**src/rtl/bf_pkg.sv**
```systemverilog
// Shared sizing constants and controller state encoding for the Blowfish key schedule.
package bf_pkg;
    localparam int P_WORDS = 18;
    localparam int S_WORDS = 1024;
    localparam int KEY_MAX = 18;
    localparam int N_CALLS = (P_WORDS + S_WORDS) / 2;

    typedef enum logic [2:0] {
        ST_IDLE,
        ST_XOR_RD,
        ST_XOR_WR,
        ST_ENC_START,
        ST_ENC_WAIT,
        ST_WR_L,
        ST_WR_R,
        ST_DONE
    } bf_kx_state_t;
endpackage

```
**src/rtl/bf_key_expand.sv**
```systemverilog
// Blowfish/bcrypt key-schedule controller: folds the key into P, then chains
// encipher calls whose output pairs overwrite P followed by the S-boxes.
module bf_key_expand
    import bf_pkg::*;
(
    input  logic         clk,
    input  logic         reset_l,
    input  logic         start,
    input  logic         use_salt,
    input  logic [127:0] salt,
    input  logic [4:0]   key_words,
    output logic [4:0]   key_addr,
    input  logic [31:0]  key_data,
    output logic         p_own,
    output logic [4:0]   P_addr,
    input  logic [31:0]  P_rd_data,
    output logic         P_wr_en,
    output logic [31:0]  P_wr_data,
    output logic         S_wr_en,
    output logic [9:0]   S_wr_addr,
    output logic [31:0]  S_wr_data,
    output logic         enc_start,
    output logic [31:0]  enc_xl,
    output logic [31:0]  enc_xr,
    input  logic         enc_done,
    input  logic [31:0]  enc_xl_out,
    input  logic [31:0]  enc_xr_out,
    output logic         busy,
    output logic         done
);

    bf_kx_state_t state_q, state_d;
    logic [4:0]   i_q, i_d, k_q, k_d, kw_q, kw_d;
    logic [9:0]   j_q, j_d;
    logic [31:0]  l_q, l_d, r_q, r_d;
    logic         use_salt_q, use_salt_d;
    logic [127:0] salt_q, salt_d;

    logic [4:0]   kw_clamp;
    logic [31:0]  salt_l, salt_r, xl_in, xr_in, wr_word;
    logic [10:0]  wr_idx;

    assign kw_clamp = (key_words == 5'd0 || key_words > 5'(KEY_MAX)) ? 5'(KEY_MAX) : key_words;

    // Call j uses salt words 2j mod 4 and 2j+1 mod 4, i.e. pair {0,1} or {2,3}.
    assign salt_l = j_q[0] ? salt_q[63:32] : salt_q[127:96];
    assign salt_r = j_q[0] ? salt_q[31:0]  : salt_q[95:64];
    assign xl_in  = l_q ^ (use_salt_q ? salt_l : 32'h0);
    assign xr_in  = r_q ^ (use_salt_q ? salt_r : 32'h0);

    always_ff @(posedge clk or negedge reset_l) begin
        if (!reset_l) begin
            state_q    <= ST_IDLE;
            i_q        <= '0;
            k_q        <= '0;
            kw_q       <= '0;
            j_q        <= '0;
            l_q        <= '0;
            r_q        <= '0;
            use_salt_q <= 1'b0;
            salt_q     <= '0;
        end else begin
            state_q    <= state_d;
            i_q        <= i_d;
            k_q        <= k_d;
            kw_q       <= kw_d;
            j_q        <= j_d;
            l_q        <= l_d;
            r_q        <= r_d;
            use_salt_q <= use_salt_d;
            salt_q     <= salt_d;
        end
    end

    always_comb begin
        state_d    = state_q;
        i_d        = i_q;
        k_d        = k_q;
        kw_d       = kw_q;
        j_d        = j_q;
        l_d        = l_q;
        r_d        = r_q;
        use_salt_d = use_salt_q;
        salt_d     = salt_q;
        key_addr   = '0;
        p_own      = 1'b0;
        P_addr     = '0;
        P_wr_en    = 1'b0;
        P_wr_data  = '0;
        S_wr_en    = 1'b0;
        S_wr_addr  = '0;
        S_wr_data  = '0;
        enc_start  = 1'b0;
        enc_xl     = '0;
        enc_xr     = '0;
        busy       = 1'b1;
        done       = 1'b0;
        wr_idx     = {j_q, 1'b0};
        wr_word    = l_q;

        case (state_q)
            ST_IDLE: begin
                busy = 1'b0;
                if (start) begin
                    i_d        = '0;
                    k_d        = '0;
                    j_d        = '0;
                    l_d        = '0;
                    r_d        = '0;
                    kw_d       = kw_clamp;
                    use_salt_d = use_salt;
                    salt_d     = salt;
                    state_d    = ST_XOR_RD;
                end
            end
            ST_XOR_RD: begin
                p_own    = 1'b1;
                P_addr   = i_q;
                key_addr = k_q;
                state_d  = ST_XOR_WR;
            end
            ST_XOR_WR: begin
                p_own     = 1'b1;
                P_addr    = i_q;
                key_addr  = k_q;
                P_wr_en   = 1'b1;
                P_wr_data = P_rd_data ^ key_data;
                k_d       = (k_q == kw_q - 5'd1) ? '0 : k_q + 5'd1;
                if (i_q == 5'(P_WORDS - 1)) begin
                    state_d = ST_ENC_START;
                end else begin
                    i_d     = i_q + 5'd1;
                    state_d = ST_XOR_RD;
                end
            end
            ST_ENC_START: begin
                enc_start = 1'b1;
                enc_xl    = xl_in;
                enc_xr    = xr_in;
                state_d   = ST_ENC_WAIT;
            end
            ST_ENC_WAIT: begin
                // Inputs held so encipher may sample them any time before done.
                enc_xl = xl_in;
                enc_xr = xr_in;
                if (enc_done) begin
                    l_d     = enc_xl_out;
                    r_d     = enc_xr_out;
                    state_d = ST_WR_L;
                end
            end
            ST_WR_L, ST_WR_R: begin
                if (state_q == ST_WR_R) begin
                    wr_idx  = {j_q, 1'b1};
                    wr_word = r_q;
                end
                if (wr_idx < 11'(P_WORDS)) begin
                    p_own     = 1'b1;
                    P_addr    = wr_idx[4:0];
                    P_wr_en   = 1'b1;
                    P_wr_data = wr_word;
                end else begin
                    S_wr_en   = 1'b1;
                    S_wr_addr = 10'(wr_idx - 11'(P_WORDS));
                    S_wr_data = wr_word;
                end
                if (state_q == ST_WR_L) begin
                    state_d = ST_WR_R;
                end else if (j_q == 10'(N_CALLS - 1)) begin
                    state_d = ST_DONE;
                end else begin
                    j_d     = j_q + 10'd1;
                    state_d = ST_ENC_START;
                end
            end
            ST_DONE: begin
                busy    = 1'b0;
                done    = 1'b1;
                state_d = ST_IDLE;
            end
            default: state_d = ST_IDLE;
        endcase
    end

endmodule

```
**config.mk**
```make
export PLATFORM = sky130hd
export DESIGN_NAME = bf_key_expand
export DESIGN_NICKNAME = d
export VERILOG_FILES = /design/src/rtl/bf_pkg.sv /design/src/rtl/bf_key_expand.sv
export SDC_FILE = /design/constraint.sdc
export NUM_CORES = 1
export LEC_CHECK = 0
export CAP_MARGIN = 10
export CORE_AREA = 2 2 191 146
export DETAILED_ROUTE_END_ITERATION = 10
export DIE_AREA = 0 0 193 148
export GPL_TIMING_DRIVEN = 0
export HOLD_SLACK_MARGIN = 0.08
export MAX_ROUTING_LAYER = met4
export PLACE_DENSITY = 0.78
export SLEW_MARGIN = 30
export SYNTH_ARGS = -nofsm -noshare
export SYNTH_HDL_FRONTEND = slang
export SYNTH_SLANG_ARGS = --single-unit
```
**constraint.sdc**
```tcl
create_clock -name clk -period 3.3 [get_ports clk]
set_clock_uncertainty 0.1 [all_clocks]
set_input_delay 0.66 -clock clk [delete_from_list [all_inputs] [get_ports clk]]
set_output_delay 0.66 -clock clk [all_outputs]
set_load 0.02 [all_outputs]
```
# ---- After elaboration in Yosys (flattened, before gate mapping)
# Cells that the tools add are included.
dict set report classes {
  n_addsub 5
  order_cmp 2
  n_eq_ne 15
  muxes 47
  bitwise 3
  n_reduce_logical 16
}
# operator n
set ops {}
lappend ops {{2-to-1 mux 32 bit} 13}
lappend ops {{one-hot mux 32 bit (2 select lines)} 3}
lappend ops {{bitwise XOR 32 bit} 3}
lappend ops {{2-to-1 mux 10 bit} 5}
lappend ops {{2-to-1 mux 5 bit} 6}
lappend ops {{one-hot mux 5 bit (2 select lines)} 3}
lappend ops {{one-hot mux 3 bit (7 select lines)} 1}
lappend ops {{one-hot mux 10 bit (2 select lines)} 1}
lappend ops {{equality test 3 bit (second input constant)} 4}
lappend ops {{2-to-1 mux 3 bit} 4}
lappend ops {{< comparator 11 x 5 -> 1 bit (second input constant)} 1}
lappend ops {{2-to-1 mux 11 bit} 1}
lappend ops {{adder 10 x 1 -> 10 bit (second input constant)} 1}
lappend ops {{adder 5 x 1 -> 5 bit (second input constant)} 2}
lappend ops {{equality test 10 bit (second input constant)} 1}
lappend ops {{!= test 2 bit (second input constant)} 5}
lappend ops {{subtractor 10 x 5 -> 10 bit (second input constant)} 1}
lappend ops {{OR reduction 2 bit} 4}
lappend ops {{2-to-1 mux 1 bit} 7}
lappend ops {{equality test 3 x 2 -> 1 bit (second input constant)} 2}
lappend ops {{AND reduction 2 bit} 3}
lappend ops {{AND reduction 3 bit} 2}
lappend ops {{nonzero test 2 bit} 3}
lappend ops {{equality test 5 bit} 1}
lappend ops {{10 further kinds} 11}
dict set report totals {
  regBits 221
  inputBits 266
  output_inout_bits 154
  word_cells 97
}

# ---- Longest topological paths before layout
# Gate-level depths: netlist of run 1.
dict set report depth {
  depth_word 6
  ltp_mapped 11
}

# ---- Worst setup path before layout of run 1
# OpenSTA, ideal clock, no wires.
dict set report synth_path {
  path_kind {register to output}
  start {reg j_q[0]}
  end {out S_wr_addr[4]}
  t_arrival_ns 2.658
  required_time_ns 2.540
  path_slack_ns -0.118
  path_stages_with_launch 11
  path_buffers 4
  path_cell_list {dfrtp_1 clkbuf_1 clkbuf_1 buf_2 inv_1 ha_1 nand2b_1 a2111oi_4 or2_2 buf_4 nor3_1}
}
dict set report synth_via {
  elab_chain_cells 4
}
# element line
set synth_lines {}
lappend synth_lines {{start, declared} bf_key_expand.sv:34} ;# logic [9:0] j_q, j_d;
lappend synth_lines {{start signal, assigned} bf_key_expand.sv:67} ;# j_q <= j_d;
lappend synth_lines {{2-to-1 mux 11 bit *} bf_key_expand.sv:101} ;# case (state_q)
lappend synth_lines {{subtractor 10 x 5 -> 10 bit or < comparator 11 x 5 -> 1 bit (tied branches)} {bf_key_expand.sv:164, bf_key_expand.sv:157}}
lappend synth_lines {{2-to-1 mux 10 bit *} bf_key_expand.sv:157} ;# if (wr_idx < 11'(P_WORDS)) begin
lappend synth_lines {{2-to-1 mux 10 bit *} bf_key_expand.sv:101}
lappend synth_lines {{end, declared} bf_key_expand.sv:20} ;# output logic [9:0] S_wr_addr,
# Mark *: on every way between the ends. The rest lies on a longest branch, timed or not. The select of a mux whose other input is x is not followed.

# ---- Final worst setup path of run 1
dict set report layout_path {
  start {reg j_q[0]}
  end {out S_wr_data[10]}
}
dict set report layout_via {
  elab_chain_cells 4
}
# element line
set layout_lines {}
lappend layout_lines {{2-to-1 mux 11 bit} bf_key_expand.sv:101}
lappend layout_lines {{< comparator 11 x 5 -> 1 bit} bf_key_expand.sv:157}
lappend layout_lines {{2-to-1 mux 32 bit} bf_key_expand.sv:157}
lappend layout_lines {{2-to-1 mux 32 bit} bf_key_expand.sv:101}
lappend layout_lines {{end, declared} bf_key_expand.sv:21} ;# output logic [31:0] S_wr_data,
# Every way passes these cells. The select of a mux whose other input is x is not followed.

==> reports/qor.txt, run 1 <==
routability cong.: 0.934
die area: 28600 um^2
DR vias: 13100
logic gate share of total power: 0.502
clock sinks: 221
EDFF count, synth: 0
fin crit period: 3520 ps
Area growth, synth to finish: 60.2%
Synth async-reset ratio: 1.00
Die Ht: 148 um
RSZ-0062 raised after global routing: yes
Final Setup Violations: 78
register share of total power: 0.310
IO Pins: 420
post-DR vias/cell: 5.57
largest net degree at the start of global routing: 77
max-cap viol count: 0
setup ws final: -220 ps
vias in the first global route: 13000
relative slew slack: 0.337
CTS H-tree depth: 1
slowest cell on the critical path: dfrtp_2
Largest stage delay, worst path: 430 ps
Max IR drop VDD: 0.400 mV
failing checks: negative setup slack
Final Cycle Share: 1.07
Total Routing Usage GR: 0.374
syn nets: 1744
cell count after synthesis: 1471
Synth Flop Type: dfrtp_1
Detailed Routing Iterations Pass 1: 5
Die W: 193 um
first-pass GRT wire length: 76.5 mm
min-delay worst type: flip-flop to flip-flop
Rows: 52
Worst-Margin Slew: 995 ps
Clock Tree Buf Depth: 3
setup tns final: -11580 ps
max-slew violation count: 0
global route overflow: 0
Yosys top cell area share: 0.456
WP data required: 2540 ps
initial drt markers: 958
Starting Density: 0.455
Clock Latency Late Sink: 530 ps
drt total wl: 54.1 mm
Core Area: 26700 um^2
clock network fraction of total power: 0.187
register area share after synthesis: 0.456
Most common cell on crit path: buf_12
Final Hold Fails: 0
Clock Tree Root: clkbuf_16
cell taking the most area after synthesis: dfrtp_1
Routed WL per cell: 23.1 um
CTS tree: built
port bufs: 419
Lkg Pwr: 0.00888 uW
crit-path max FO: 7
Startpoint Class: flip-flop
f_max: 284 MHz
Crit path arrival time: 2760 ps
critical path type: flip-flop to output pin
synthesized cell area: 12100 um^2
Synth Area per Inst: 8.24 um^2
Net Sw Power: 6770 uW
largest cells by area after synthesis: dfrtp_1, nand2_1, mux2_2
CP Capture Type: output pin
status: complete, but fails checks
#FFs+latches synth: 221
register clock-pin slew on the reported worst setup and hold paths: 60 ps
Power Dens Cells: 788 nW/um^2
DRT antenna net count: 0
DRC: 0
final net count: 2243
Yosys cell types: 47
Syn. warnings: 0
Net Sw Frac: 0.442
initial antenna violation count: 2
total CTS buffers: 25
HPWL Detailed: 36.6 mm
Final Util: 0.728
fraction of layout cells with a size suffix above 1: 0.206
worst path cell trace: clkbuf_16, buf_12, clkinv_8, ha_4, nand2b_4, a2111oi_4, buf_4, or2_4, buf_12, buf_8, buf_12, nor2_4, buf_6
Internal: 8530 uW
==> placed cells by master, fill, tap and decap left out, types with 8 or more instances in the layout <==
master	n
nand2_1	599
clkdlybuf4s50_1	267
dfrtp_1	216
buf_6	102
nor2_1	79
o21ai_0	71
xor2_1	70
mux2_2	64
clkbuf_1	55
dlygate4sd2_1	47
xnor2_1	45
nor2_4	30
o22ai_4	27
buf_4	26
clkbuf_16	26
mux2i_1	20
buf_12	18
mux2i_2	13
clkbuf_2	13
a21oi_1	12
nor2_2	11
clkbuf_4	11
clkdlybuf4s15_1	10
nand3_1	9
clkbuf_8	8
==> per-layer routing <==
layer	vias up	global-route usage	share of wire
li1	5727	-	-
met1	6309	0.449	0.38
met2	811	0.602	0.47
met3	204	0.0988	0.10
met4	0	0.148	0.053
met5	-	-	0
==> power by group through the flow <==
| stage | logic [uW] | registers (uW) | clock network, uW |
|---|---|---|---|
| 4_1_cts | 7310 | 4650 | 2860 |
| 5_1_grt | 8210 | 4840 | 2970 |
| 6_report | 7680 | 4750 | 2870 |
| 3_5_place_dp | 6460 | 4650 | 0 |
| 2_1_floorplan | 3990 | 4350 | 0 |
| 3_3_place_gp | 6320 | 4600 | 0 |
==> layout make-up <==
class	count	area (um^2)
clock inverters	12	125
plain buffers	93	599
clock buffers	33	706
diodes	2	5.00
repair buffers	480	5000
inverters	9	46.3
multi-input cells	1140	6970
flip-flops and latches	221	5540
fillers	1882	7250
well taps	351	439
==> metrics by stage <==
| step | instance area, um^2 | hold WS, ps | std cells | setup slack, ps | power (uW) |
|---|---|---|---|---|---|
| after detailed placement | 16800 | 357 | 2243 | -1460 | 11100 |
| after floorplan | 12100 | 264 | 1471 | 48.8 | 8340 |
| after CTS | 19000 | 373 | 2331 | -369 | 14800 |
| after global routing | 19400 | 380 | 2341 | -297 | 16000 |
| after global placement | 16800 | 353 | 2241 | -7860 | 10900 |
| final | 19400 | 372 | 2341 | -220 | 15300 |
==> final timing paths <==
path,startpoint,to,slack [ps],cells past startpoint
worst max-delay path,j_q[0]$_DFFE_PN0P_,S_wr_data[10],-220,13
worst max register to register,state_q[2]$_DFFE_PN0P_,salt_q[91]$_DFFE_PN0P_,100,5
worst min-delay path,salt_q[76]$_DFFE_PN0P_,salt_q[76]$_DFFE_PN0P_,370,2
max in group asynchronous,reset_l,l_q[7]$_DFFE_PN0P_,1670,3
worst min register to register,salt_q[76]$_DFFE_PN0P_,salt_q[76]$_DFFE_PN0P_,370,2
min in group asynchronous,reset_l,k_q[4]$_DFFE_PN0P_,630,2
==> flip-flops by register name, summed over array words and instances, names as in the netlist <==
register / cells
i_q: 5
j_q: 10
k_q: 5
kw_q: 5
l_q: 32
r_q: 32
salt_q: 128
state_q: 3
use_salt_q: 1
==> worst max-delay path, delay by kind of cell, from the launching register on <==
kind	cells	cell delay [ps]
fa+ha+maj	1	140
flops	1	430
buf+inv	8	1060
compound gates	1	310
simple gates	3	260
==> synthesized netlist by cell type, types with 5 or more instances <==
| cell | instances |
|---|---|
| and2_1 | 6 |
| nand2b_1 | 5 |
| nand3_1 | 9 |
| buf_1 | 8 |
| buf_6 | 8 |
| xnor2_1 | 45 |
| nor2_1 | 120 |
| a21oi_1 | 12 |
| nand2_1 | 600 |
| o22ai_1 | 32 |
| mux2i_1 | 36 |
| buf_2 | 6 |
| mux2_2 | 64 |
| o21ai_0 | 71 |
| inv_1 | 9 |
| clkbuf_1 | 78 |
| xor2_1 | 72 |
| ha_1 | 7 |
| dfrtp_1 | 221 |
==> logic make-up (layout without fill, tap and decap cells) <==
kind of cell               count (synthesis)  in the layout  share of synthesized area
AOI/OAI and AO/OA                        136            136                     0.0658
xor gates and xnor gates                 117            117                     0.0845
adders and majority gates                  7              7                    0.00722
buffers and inverters                    110            627                     0.0399
DFF                                      221            221                      0.456
muxes                                    100            100                     0.0892
other                                      0              2                          0
and+or+nand+nor                          780            780                      0.257
==> timing repair <==
item                                    in CTS  in global routing
buffers inserted                            40                 21
pin swaps                                   34                 19
hold endpoints to repair                    72                  0
endpoints found under the setup margin     151                107
resized for setup                          727                158
hold buffers                                 1                  0
gates cloned                                 7                  0
Power figures use the tool's default switching activity.
==> run 2, diff against run 1 <==
CTS_CLUSTER_SIZE = 8   (was unset)
==> run 2 against run 1 <==
  * The run still ends with negative setup slack left
  * Register-to-register slack improved by 170 ps
  * Die area is the same
  * Maximum frequency is 4.6% lower
  * Worst setup slack worse by 170 ps
  * Via count is 0.49% lower
  * Routed wire length decreased by 0.34%
  * First-iteration DRC count increased by 18%
  * Sequential share of layout area rose by 0.27 points
  * Clock-buffer cell count fell by 2
  * Final area is 0.90% lower
==> reports/qor.txt, run 2 (synthesized netlist as in run 1, its figures left out) <==
Tot Pwr: 15000 uW (-2.0%)
Max IR drop VDD: 0.432 mV (+8.1%)
most common cell after layout, fill and taps aside: nand2_1
drt total wl: 53.9 mm (-0.34%)
port bufs: 419 (unchanged)
min-delay worst type: flip-flop to flip-flop
Rows: 52 (unchanged)
Power Dens Cells: 779 nW/um^2 (-1.1%)
Crit path arrival time: 2930 ps (+170 ps)
# fillers: 1932 (+2.7%)
Post-Place Cell Area: 16800 um^2 (unchanged)
HPWL Detailed: 36.6 mm (unchanged)
routability cong.: 0.934 (unchanged)
IO Pins: 420 (unchanged)
CTS tree: built
fraction of layout cells with a size suffix above 1: 0.197 (-0.00907)
Area growth, synth to finish: 58.8%
setup tns final: -19380 ps (-7800 ps)
register clock-pin slew on the reported worst setup and hold paths: 60 ps (about the same)
failing checks: negative setup slack
first-pass GRT wire length: 76.0 mm (-0.75%)
fin crit period: 3690 ps (+170 ps)
initial antenna violation count: 2 (unchanged)
crit-path max FO: 5 (-2)
Die W: 193 um (unchanged)
total CTS buffers: 31 (+24%)
setup ws final: -390 ps (-170 ps)
max-cap viol count: 0 (unchanged)
CTS H-tree depth: 1 (unchanged)
Total Routing Usage GR: 0.370 (-0.00424)
Clock Latency Late Sink: 540 ps (about the same)
Final Cycle Share: 1.12 (+0.0514)
vias in the first global route: 13000 (-0.44%)
register-to-register path setup slack: 270 ps (+170 ps)
Top Registers: salt_q: 128 flops, l_q: 32 flops, r_q: 32 flops
Detailed Routing Iterations Pass 1: 5 (unchanged)
Clock Tree Buf Depth: 3 (unchanged)
number of flip-flops in the largest register: 128 (unchanged)
global route overflow: 0 (unchanged)
DRT antenna net count: 0 (unchanged)
Core Area: 26700 um^2 (unchanged)
critical path type: flip-flop to output pin
max-slew violation count: 0 (unchanged)
Worst-Margin Slew: 948 ps (-46.3 ps)
Inst Count DP: 2243 (unchanged)
DR vias: 13000 (-0.49%)
Starting Density: 0.455 (unchanged)
DRC: 0 (unchanged)
most frequent cells in the layout: nand2_1, clkdlybuf4s50_1, dfrtp_1, buf_6, nor2_1
final std cells w/o fill: 2332 (-0.38%)
post-route cell area: 19200 um^2 (-0.90%)
Biggest register: salt_q
Lkg Pwr: 0.00884 uW (-0.48%)
clock sinks: 221 (unchanged)
WP data required: 2540 ps (about the same)
die area: 28600 um^2 (unchanged)
final net count: 2252 (+0.40%)
relative slew slack: 0.366 (+0.0295)
f_max: 271 MHz (-4.6%)
initial drt markers: 1132 (+18%)
Routed WL per cell: 23.1 um (about the same)
Final Setup Violations: 82 (+5.1%)
status: complete, but fails checks
largest net degree at the start of global routing: 77 (unchanged)
CP Capture Type: output pin
Startpoint Class: flip-flop
pre-CTS WS: -1460 ps (unchanged)
Final Hold Fails: 0 (unchanged)
Clock Tree Root: clkbuf_16
post-DR vias/cell: 5.57 (-0.11%)
Die Ht: 148 um (unchanged)
RSZ-0062 raised after global routing: yes
==> run 2: final cells by class <==
type / count / area, um^2 / area share
multi-input cells: 1141 / 6860 / 0.356
clock inverters: 1 / 5.00 / 0.000260
inverters: 9 / 46.3 / 0.00241
repair buffers: 482 / 5010 / 0.260
well taps: 351 / 439 / 0.0228
plain buffers: 93 / 567 / 0.0294
flip-flops and latches: 221 / 5540 / 0.288
diodes: 3 / 7.51 / 0.000390
clock buffers: 31 / 776 / 0.0403
==> run 2: path summary, 6_finish.rpt <==
path | start | cells past startpoint | end
worst max-delay path | j_q[0]$_DFFE_PN0P_ | 12 | P_wr_data[7]
worst min register to register | salt_q[76]$_DFFE_PN0P_ | 2 | salt_q[76]$_DFFE_PN0P_
min in group asynchronous | reset_l | 2 | k_q[4]$_DFFE_PN0P_
max in group asynchronous | reset_l | 3 | salt_q[112]$_DFFE_PN0P_
worst min-delay path | salt_q[76]$_DFFE_PN0P_ | 2 | salt_q[76]$_DFFE_PN0P_
worst max register to register | state_q[2]$_DFFE_PN0P_ | 5 | salt_q[94]$_DFFE_PN0P_
==> run 2: layer usage <==
layer	GRT usage	wire length, um	vias to the layer above
met5	-	0	-
met4	0.150	2780	0
met3	0.0947	5770	202
met2	0.592	25300	782
met1	0.448	20100	6279
li1	-	-	5724
==> run 2: critical path: stages (launching register included) <==
cell and delay [ps]:
dfrtp_2 430, clkbuf_16 160, buf_12 130, clkinv_8 40, ha_4 150, nand2b_4 70, a2111oi_4 340, buf_4 190
nand3_4 120, buf_4 180, buf_12 140, o22ai_1 210, buf_2 210
==> run 2: repair_timing <==
action,in CTS,in global routing
endpoints found under the setup margin,151,119
hold endpoints to repair,72,0
gates resized for setup,672,150
buffers inserted,44,19
cloned,6,2
hold buffers,1,0
pin swaps,20,24
==> run 2: where the power goes <==
group | switching [uW] | total [uW] | internal (uW) | leakage (uW)
clock network | 1130 | 2760 | 1630 | 0.000386
registers | 917 | 4730 | 3810 | 0.00285
logic | 4550 | 7500 | 2950 | 0.00561
total | 6600 | 15000 | 8390 | 0.00884
==> run 2: per-stage QoR <==
stage          hold WS [ps]   util
2_1_floorplan           264      -
5_1_grt                 378  0.721
4_1_cts                 370  0.700
3_3_place_gp            353  0.628
6_report                368  0.722
3_5_place_dp            357  0.631
